`src/rtl/key_debounce_multi.sv`:
```
// Multi-key debouncer for active-low buttons: per-key sync, symmetric stability filter,
// press/release/long-press pulses. Define KEY_DEBOUNCE_REPEAT_EN for auto-repeat while held.
module key_debounce_multi #(
  parameter int unsigned NUM_KEYS      = 3,
  parameter int unsigned WAIT_CYCLES   = 1_000_000,
  parameter int unsigned LONG_CYCLES   = 50_000_000,
  parameter int unsigned REPEAT_CYCLES = 10_000_000
) (
  input  logic                clk,
  input  logic                rst_n,
  input  logic [NUM_KEYS-1:0] key,
  output logic [NUM_KEYS-1:0] key_value,
  output logic [NUM_KEYS-1:0] key_press,
  output logic [NUM_KEYS-1:0] key_release,
  output logic [NUM_KEYS-1:0] key_long
);

  localparam int unsigned CW       = $clog2(WAIT_CYCLES);
  localparam int unsigned HOLD_MAX = (LONG_CYCLES > REPEAT_CYCLES) ? LONG_CYCLES : REPEAT_CYCLES;
  localparam int unsigned HW       = $clog2(HOLD_MAX);

  localparam logic [CW-1:0] CNT_LAST = CW'(WAIT_CYCLES - 1);
  localparam logic [HW-1:0] LONG_PRE = HW'(LONG_CYCLES - 2);
`ifdef KEY_DEBOUNCE_REPEAT_EN
  localparam logic [HW-1:0] REP_LAST = HW'(REPEAT_CYCLES - 1);
`endif

  typedef enum logic [1:0] {
    ST_IDLE,
    ST_HELD,
    ST_LONG
  } hold_state_e;

  logic [NUM_KEYS-1:0] sync1_q, sync1_d;
  logic [NUM_KEYS-1:0] sync_q, sync_d;
  logic [NUM_KEYS-1:0] key_value_q, key_value_d;
  logic [NUM_KEYS-1:0] key_press_q, key_press_d;
  logic [NUM_KEYS-1:0] key_release_q, key_release_d;
  logic [NUM_KEYS-1:0] key_long_q, key_long_d;
  logic [CW-1:0]       cnt_q   [NUM_KEYS];
  logic [CW-1:0]       cnt_d   [NUM_KEYS];
  logic [HW-1:0]       hold_q  [NUM_KEYS];
  logic [HW-1:0]       hold_d  [NUM_KEYS];
  hold_state_e         state_q [NUM_KEYS];
  hold_state_e         state_d [NUM_KEYS];

  always_ff @(posedge clk or negedge rst_n) begin
    if (!rst_n) begin
      sync1_q       <= '1;
      sync_q        <= '1;
      key_value_q   <= '1;
      key_press_q   <= '0;
      key_release_q <= '0;
      key_long_q    <= '0;
      cnt_q         <= '{default: '0};
      hold_q        <= '{default: '0};
      state_q       <= '{default: ST_IDLE};
    end else begin
      sync1_q       <= sync1_d;
      sync_q        <= sync_d;
      key_value_q   <= key_value_d;
      key_press_q   <= key_press_d;
      key_release_q <= key_release_d;
      key_long_q    <= key_long_d;
      cnt_q         <= cnt_d;
      hold_q        <= hold_d;
      state_q       <= state_d;
    end
  end

  always_comb begin
    sync1_d       = key;
    sync_d        = sync1_q;
    key_value_d   = key_value_q;
    key_press_d   = '0;
    key_release_d = '0;
    key_long_d    = '0;
    cnt_d         = cnt_q;
    hold_d        = hold_q;
    state_d       = state_q;

    for (int unsigned i = 0; i < NUM_KEYS; i++) begin
      if (sync_q[i] == key_value_q[i]) begin
        cnt_d[i] = '0;
      end else if (cnt_q[i] == CNT_LAST) begin
        key_value_d[i]   = sync_q[i];
        cnt_d[i]         = '0;
        key_press_d[i]   = ~sync_q[i];
        key_release_d[i] = sync_q[i];
      end else begin
        cnt_d[i] = cnt_q[i] + 1'b1;
      end

      // An accepted release wins over a long/repeat threshold landing on the same edge.
      if (key_release_d[i]) begin
        state_d[i] = ST_IDLE;
        hold_d[i]  = '0;
      end else if (key_press_d[i]) begin
        state_d[i] = ST_HELD;
        hold_d[i]  = '0;
      end else begin
        unique case (state_q[i])
          ST_HELD: begin
            hold_d[i] = hold_q[i] + 1'b1;
            if (hold_q[i] == LONG_PRE) begin
              state_d[i]    = ST_LONG;
              key_long_d[i] = 1'b1;
`ifdef KEY_DEBOUNCE_REPEAT_EN
              hold_d[i]     = '0;
`endif
            end
          end
          ST_LONG: begin
`ifdef KEY_DEBOUNCE_REPEAT_EN
            if (hold_q[i] == REP_LAST) begin
              key_press_d[i] = 1'b1;
              hold_d[i]      = '0;
            end else begin
              hold_d[i] = hold_q[i] + 1'b1;
            end
`endif
          end
          default: ;
        endcase
      end
    end
  end

  assign key_value   = key_value_q;
  assign key_press   = key_press_q;
  assign key_release = key_release_q;
  assign key_long    = key_long_q;

endmodule

```
`config.mk`:
```
export PLATFORM = sky130hd
export DESIGN_NAME = key_debounce_multi
export DESIGN_NICKNAME = d
export VERILOG_FILES = /design/src/rtl/key_debounce_multi.sv
export SDC_FILE = /design/constraint.sdc
export NUM_CORES = 1
export LEC_CHECK = 0
export CAP_MARGIN = 20
export CORE_MARGIN = 2
export CORE_UTILIZATION = 26
export CTS_CLUSTER_DIAMETER = 80
export DETAILED_ROUTE_END_ITERATION = 10
export PLACE_DENSITY = 0.46
export SLEW_MARGIN = 20
export SYNTH_ARGS = -nofsm -noshare
export SYNTH_HDL_FRONTEND = slang
export SYNTH_SLANG_ARGS = --single-unit
```
`constraint.sdc`:
```
create_clock -name clk -period 2 [get_ports clk]
set_input_delay 0.2 -clock clk [delete_from_list [all_inputs] [get_ports clk]]
set_output_delay 0.2 -clock clk [all_outputs]
set_load 0.01 [all_outputs]
```
==> impl_metrics.py, run 1 <==
metrics = {
    "yosys": {
        "synth_commonest_cells": "153 x sky130_fd_sc_hd__dfrtp_1, 85 x sky130_fd_sc_hd__nor2_1, 63 x sky130_fd_sc_hd__a21oi_1, 50 x sky130_fd_sc_hd__nand2_1, 48 x sky130_fd_sc_hd__nand3_1",
        "synthesis.area_sq_mm": 0.00815,
        "yosysMostFrequentCell": "sky130_fd_sc_hd__dfrtp_1",
        "synth.top_cells.by_area": "sky130_fd_sc_hd__dfrtp_1 47%, sky130_fd_sc_hd__xor2_1 4.6%, sky130_fd_sc_hd__or4_1 4.2%, sky130_fd_sc_hd__nor2_1 3.9%, sky130_fd_sc_hd__a21oi_1 3.9%",
        "synth.avg_cell_area_sq_um": 9.73,
        "syn-instance-count": 837,
        "synth_area_leader_cell": "sky130_fd_sc_hd__dfrtp_1",
        "synth_top_cell_area_share_pct": 47.0,
        "synth-edff-count": 0,
        "synth.lib_cells_used.distinct": 49,
        "number_of_flip_flops_and_latches_in_the_synthesized_netlist": 162,
        "synth-seq-area-share_pct": 49.9,
        "syn_nets": 851,
        "async_reset_ff_share_pct": 100,
        "synthesis.yosys.warnings": 0,
        "dominantRegCellSynth": "sky130_fd_sc_hd__dfrtp_1",
    },
    "placed_design": {
        "detailed_place_hpwl_um": 12100,
        "routabilityCongestion": 0.748,
        "portBuffers": 16,
        "detailedPlace.worstSlack_ns": -0.108,
    },
    "timing": {
        "final_min_period_over_clock_period_pct": 99.3,
        "clock-skew-final_ns": 0.0152,
        "min_period_ns": 1.99,
        "worst_slack_ns": 0.0149,
        "timing_hold_violations_final": 0,
        "grt_setup_unrepaired": "true",
        "clock.fmax_ghz": 0.504,
        "final.hold.worst_slack_ns": 0.172,
        "relSlewSlack_pct": 67.4,
        "finalSetupViolCount": 0,
        "report.final.slew_viol_count": 0,
        "worst-slew-pin-transition_ns": 0.488,
    },
    "layout": {
        "finalNetCount": 936,
        "layout-drive-gt1-share_pct": 16.4,
        "area.growth.synth_to_final_pct": 23.8,
        "antenna-diode-count": 0,
    },
    "clocking": {
        "cts-root-buf": "sky130_fd_sc_hd__clkbuf_16",
        "h_tree_level_count": 4,
        "clkSinkCount": 162,
        "clk_path_buf_depth": 2,
        "tritoncts": "yes",
        "cts_made_buffers": 17,
        "clock_slew_seen_by_the_registers_of_the_worst_setup_and_hold_paths_ns": 0.08,
        "worst_skew_pair.late_latency_ns": 0.44,
    },
    "worst_setup_path": {
        "critical_path_required_ns": 2.31,
        "crit_buf_inv": 1,
        "path_delay_family": "simple AND/OR/NAND/NOR gates",
        "path_cells": "or4b_1, or4_4, nor3_4, buf_12, a21oi_1",
        "timing_worst_setup_path_type": "register to register",
        "crit_path_end_kind": "register",
        "worst-endpoint-arrival_ns": 2.29,
        "r2r.worst_path.cells": 5,
        "timing.critical_path.from_type": "register",
        "crit_fanout": 28,
        "critical_path.max_stage_delay_ns": 0.51,
        "cp.depth": 5,
        "critical_path.slowest_cell": "sky130_fd_sc_hd__or4b_1",
    },
    "grt": {
        "grt.total_usage_pct": 11.7,
        "vias_in_the_first_global_route": 6466,
        "first_pass_grt_wire_length_um": 31900,
        "globalRouteOverflowTotal": 0,
        "grt_max_degree": 45,
        "grt_antenna_before_repair": 0,
    },
    "die": {
        "boundaryPins": 17,
        "std_cell_rows": 64,
        "die_area_sq_mm": 0.0328,
        "die_x_um": 181,
        "initial_utilization_pct": 26.5,
        "die_h_um": 181,
        "core_sq_mm": 0.0307,
    },
    "detailed_routing": {
        "post_drt_via_cell_ratio": 4.87,
        "initialDrtViolationCount": 396,
        "finalWirelength_um": 18400,
        "drtPass1Iterations": 4,
        "wl_per_cell_um": 13.8,
        "ant_nets": 0,
        "detail_route.drc_violations": 0,
        "via_count": 6481,
    },
    "status": {
        "status": "complete, no violations",
    },
    "run": {
        "drv_cap": 0,
    },
    "worst_hold_path": {
        "worstHoldPathType": "primary input to register",
        "cell_depth_of_the_worst_min_delay_path": 1,
    },
    "power_and_ir_drop": {
        "cellLeakagePower_nw": 4.13,
        "peak_ir_drop_on_the_vdd_network_mv": 0.483,
        "design_power_total_w": 0.00690,
        "power_per_unit_of_standard_cell_area_mw_per_mm2": 684,
    },
}
[final timing paths]
check / start / endpoint / slack, ns
worst max-delay path: cnt_q[32] / hold_q[45] / 0.01
worst min-delay path: key[2] / sync1_q[2] / 0.17
worst max register to register: cnt_q[32] / hold_q[45] / 0.01
worst min register to register: sync1_q[0] / sync_q[0] / 0.36
max in group asynchronous: rst_n / sync1_q[2] / 1.06
min in group asynchronous: rst_n / key_long[2] / 0.29
[worst register-to-register path, delay by kind of cell, from the launching register on]
family | cells | cell delay, ns
DFF | 1 | 0.37
buffers and inverters | 1 | 0.21
and+or+nand+nor | 3 | 1.22
AOI/OAI and AO/OA | 1 | 0.08
[cells by family after synthesis]
group / Yosys count / share of synthesized area, %
fa+ha+maj: 9 / 1.38
compound gates: 141 / 10.4
simple gates: 391 / 27.2
mux: 1 / 0.138
buf+inv: 61 / 3.19
flops: 162 / 49.9
xor+xnor: 72 / 7.74
[metrics by stage]
step	std cells	TNS, ns	util [%]	area, sq um
after detailed placement	1293	-2.91	30.4	9360
final	1331	0	32.8	10100
after CTS	1326	0	32.4	9980
after global routing	1331	-1.60	32.8	10100
after global placement	1293	-1.60	30.4	9360
after floorplan	837	-3.85	-	8160
[where the power goes]
part / total (W) / switching, W / internal [W]
Combinational: 0.000190 / 0.000120 / 0.0000704
Clock: 0.00339 / 0.00157 / 0.00182
Sequential: 0.00331 / 0.0000141 / 0.00330
[final cells by class]
cell class                 count  area [sq um]
multi-input combinational    614          3890
clock inverter                14           161
fill                        3207         20700
sequential                   162          4070
tap                          396           495
inverter                      26          97.6
clock buffer                  18           439
timing repair buffer         101           932
[registers in the layout (all words and copies together) (netlist names)]
register	flops
hold_q	78
key_value	3
sync_q	3
key_press	3
cnt_q	60
state_q	6
key_release	3
key_long	3
sync1_q	3
[per-layer routing]
metal	global-route usage [%]	vias up	wire length, um
met5	0	-	0
met4	3.71	0	212
met3	2.30	15	426
met2	18.2	63	8310
met1	16.4	3156	9420
li1	-	3247	-
[cell usage in the layout (no fill, tap or decap), drive strengths merged, types with 16 or more instances in the layout]
| cell type | count |
|---|---|
| nand3 | 48 |
| clkbuf | 19 |
| nor4 | 16 |
| nand4 | 42 |
| xor2 | 43 |
| or3 | 25 |
| or4 | 46 |
| dfrtp | 153 |
| nor2 | 85 |
| xnor2 | 29 |
| o31ai | 40 |
| o21ai | 25 |
| inv | 36 |
| nand2 | 50 |
| buf | 84 |
| a21oi | 63 |
[timing repair]
action	4_1_cts	5_1_grt
hold buffers	1	0
gates cloned	0	1
pin swaps	0	2
endpoints found under the hold margin	37	0
resized for setup	2	12
setup endpoints to repair	50	80
setup buffers	0	4
Note: power is estimated with default switching activity, not from simulation.
==> run 2: changes to the inputs <==
--- a/config.mk
+++ b/config.mk
@@ -8,6 +8,7 @@
 export CAP_MARGIN = 20
 export CORE_MARGIN = 2
 export CORE_UTILIZATION = 26
+export CTS_BUF_LIST = sky130_fd_sc_hd__clkbuf_4 sky130_fd_sc_hd__clkbuf_8
 export CTS_CLUSTER_DIAMETER = 80
 export DETAILED_ROUTE_END_ITERATION = 10
 export PLACE_DENSITY = 0.46
==> run 2 against run 1 <==
  * Global-route usage decreased by 0.065 points
  * Clock power fell by 25%
  * Final area is 1.6% lower
  * Sequential share of layout area rose by 0.68 points
  * Total power fell by 12%
  * Clock-buffer cell count unchanged
  * Sequential power hardly changed
  * Critical path type unchanged
  * Largest cell class unchanged
  * Largest power group is now registers
  * Highest routed layer unchanged
==> impl_metrics.py, run 2 (synthesis gave the netlist of run 1 again) <==
metrics = {
    "placed_design": {
        "detailedPlace.worstSlack_ns": -0.108,
        "routabilityCongestion": 0.748,
        "detailed_place_hpwl_um": 12100,
        "portBuffers": 16,
    },
    "timing": {
        "totalNegativeSetupSlack_ns": 0,
        "clock-skew-final_ns": 0.0262,
        "final_min_period_over_clock_period_pct": 98.6,
        "grt_setup_unrepaired": "true",
        "min_period_ns": 1.97,
        "worst_slack_ns": 0.0284,
        "clock.fmax_ghz": 0.507,
        "final.hold.worst_slack_ns": 0.129,
        "report.final.slew_viol_count": 0,
        "worst-slew-pin-transition_ns": 0.489,
        "finalSetupViolCount": 0,
        "timing_hold_violations_final": 0,
        "relSlewSlack_pct": 67.4,
    },
    "worst_setup_path": {
        "timing_worst_setup_path_type": "register to register",
        "crit_path_end_kind": "register",
        "worst-endpoint-arrival_ns": 2.32,
        "path_delay_family": "simple AND/OR/NAND/NOR gates",
        "timing.critical_path.from_type": "register",
        "path_cells": "or4b_1, or4_4, nor3_4, buf_12, a21oi_1",
        "crit_fanout": 28,
        "critical_path.max_stage_delay_ns": 0.49,
        "critical_path.slowest_cell": "sky130_fd_sc_hd__or4b_1",
        "critical_path_required_ns": 2.35,
        "crit_buf_inv": 1,
    },
    "die": {
        "core_sq_mm": 0.0307,
        "boundaryPins": 17,
        "std_cell_rows": 64,
        "die_x_um": 181,
        "die_h_um": 181,
        "initial_utilization_pct": 26.5,
        "die_area_sq_mm": 0.0328,
    },
    "clocking": {
        "tritoncts": "yes",
        "cts_made_buffers": 17,
        "worst_skew_pair.late_latency_ns": 0.47,
        "clk_path_buf_depth": 2,
        "h_tree_level_count": 4,
        "clkSinkCount": 162,
        "cts-root-buf": "sky130_fd_sc_hd__clkbuf_8",
        "clock_slew_seen_by_the_registers_of_the_worst_setup_and_hold_paths_ns": 0.11,
    },
    "layout": {
        "finalNetCount": 939,
        "number_of_flip_flops_in_the_largest_register": 78,
        "antenna-diode-count": 0,
        "layout-drive-gt1-share_pct": 16.8,
        "most_used_cells_in_the_layout_excluding_fill_and_tap_cells": "152 x sky130_fd_sc_hd__dfrtp_1, 85 x sky130_fd_sc_hd__nor2_1, 76 x sky130_fd_sc_hd__buf_4",
        "most_common_cell_after_layout_fill_and_taps_aside": "sky130_fd_sc_hd__dfrtp_1",
        "largest_registers_ranked_by_flip_flop_count": "hold_q (78), cnt_q (60), state_q (6)",
        "largest-register": "hold_q",
        "fin_util_pct": 32.3,
        "area.growth.synth_to_final_pct": 21.7,
    },
    "detailed_routing": {
        "ant_nets": 0,
        "via_count": 6469,
        "post_drt_via_cell_ratio": 4.85,
        "finalWirelength_um": 18300,
        "detail_route.drc_violations": 0,
        "drtPass1Iterations": 5,
        "initialDrtViolationCount": 382,
        "wl_per_cell_um": 13.7,
    },
    "power_and_ir_drop": {
        "power_per_unit_of_standard_cell_area_mw_per_mm2": 610,
        "peak_ir_drop_on_the_vdd_network_mv": 0.315,
        "design_power_total_w": 0.00605,
        "cellLeakagePower_nw": 4.05,
    },
    "worst_hold_path": {
        "worstHoldPathType": "primary input to register",
    },
    "grt": {
        "grt_antenna_before_repair": 0,
        "globalRouteOverflowTotal": 0,
        "vias_in_the_first_global_route": 6423,
        "grt.total_usage_pct": 11.7,
        "first_pass_grt_wire_length_um": 31800,
        "grt_max_degree": 45,
    },
    "status": {
        "status": "complete, no violations",
    },
    "run": {
        "drv_cap": 0,
    },
}
[run 2: cell types whose count changed in the layout (fill, tap and decap cells not counted), sizes merged]
cell and delta:
buf +3
[run 2: metrics by stage]
step                      std cells  instance area, sq um
after CTS                      1326                  9780
after global routing           1334                  9920
after detailed placement       1293                  9360
final                          1334                  9920
after floorplan                 837                  8160
after global placement         1293                  9360
[run 2: final cells by class]
cell class | instances | area (sq um)
fill | 3232 | 20800
timing repair buffer | 104 | 958
tap | 396 | 495
sequential | 162 | 4070
clock buffer | 18 | 248
inverter | 26 | 97.6
multi-input combinational | 614 | 3890
clock inverter | 14 | 161
[run 2: worst register-to-register path: cells and delay by family, from the launching register on]
kind	cells	cell delay, ns
simple gates	3	1.19
flops	1	0.39
compound gates	1	0.07
buf+inv	1	0.21
[run 2: timing repair]
item / CTS / global route
hold buffers: 1 / 0
gates cloned: 0 / 2
endpoints found under the hold margin: 37 / 0
gates resized for setup: 2 / 14
setup buffers: 0 / 6
pin swaps: 0 / 3
setup endpoints to repair: 50 / 82
[run 2: worst paths after layout]
check / from / endpoint / slack [ns] / depth (start not counted)
hold / removal: key[2] / sync1_q[2] / 0.13 / 1
setup / recovery: cnt_q[33] / hold_q[45] / 0.03 / 5
hold reg to reg: sync1_q[0] / sync_q[0] / 0.36 / 0
max in group asynchronous: rst_n / sync1_q[1] / 1.10 / 3
setup reg to reg: cnt_q[33] / hold_q[45] / 0.03 / 5
min in group asynchronous: rst_n / key_long[2] / 0.25 / 2
[run 2: report_power, final]
group	total, W	internal (W)	leakage, nW	switching [W]
clock	0.00254	0.00109	0.210	0.00145
combinational	0.000193	0.0000720	1.62	0.000121
sequential	0.00331	0.00330	2.22	0.0000143
total	0.00605	0.00446	4.05	0.00158
[run 2: routing by layer]
layer  track usage, %  routed length (um)
met1             16.4                9410
met2             18.0                8310
met3             2.72                 467
met4             2.83                 139
met5                0                   0
==> run 3: changes to the inputs <==
--- a/config.mk
+++ b/config.mk
@@ -5,7 +5,6 @@
 export SDC_FILE = /design/constraint.sdc
 export NUM_CORES = 1
 export LEC_CHECK = 0
-export CAP_MARGIN = 20
 export CORE_MARGIN = 2
 export CORE_UTILIZATION = 26
 export CTS_BUF_LIST = sky130_fd_sc_hd__clkbuf_4 sky130_fd_sc_hd__clkbuf_8
==> results of run 3 <==
No change in the layout: final DEF, timing and power equal those of run 2.
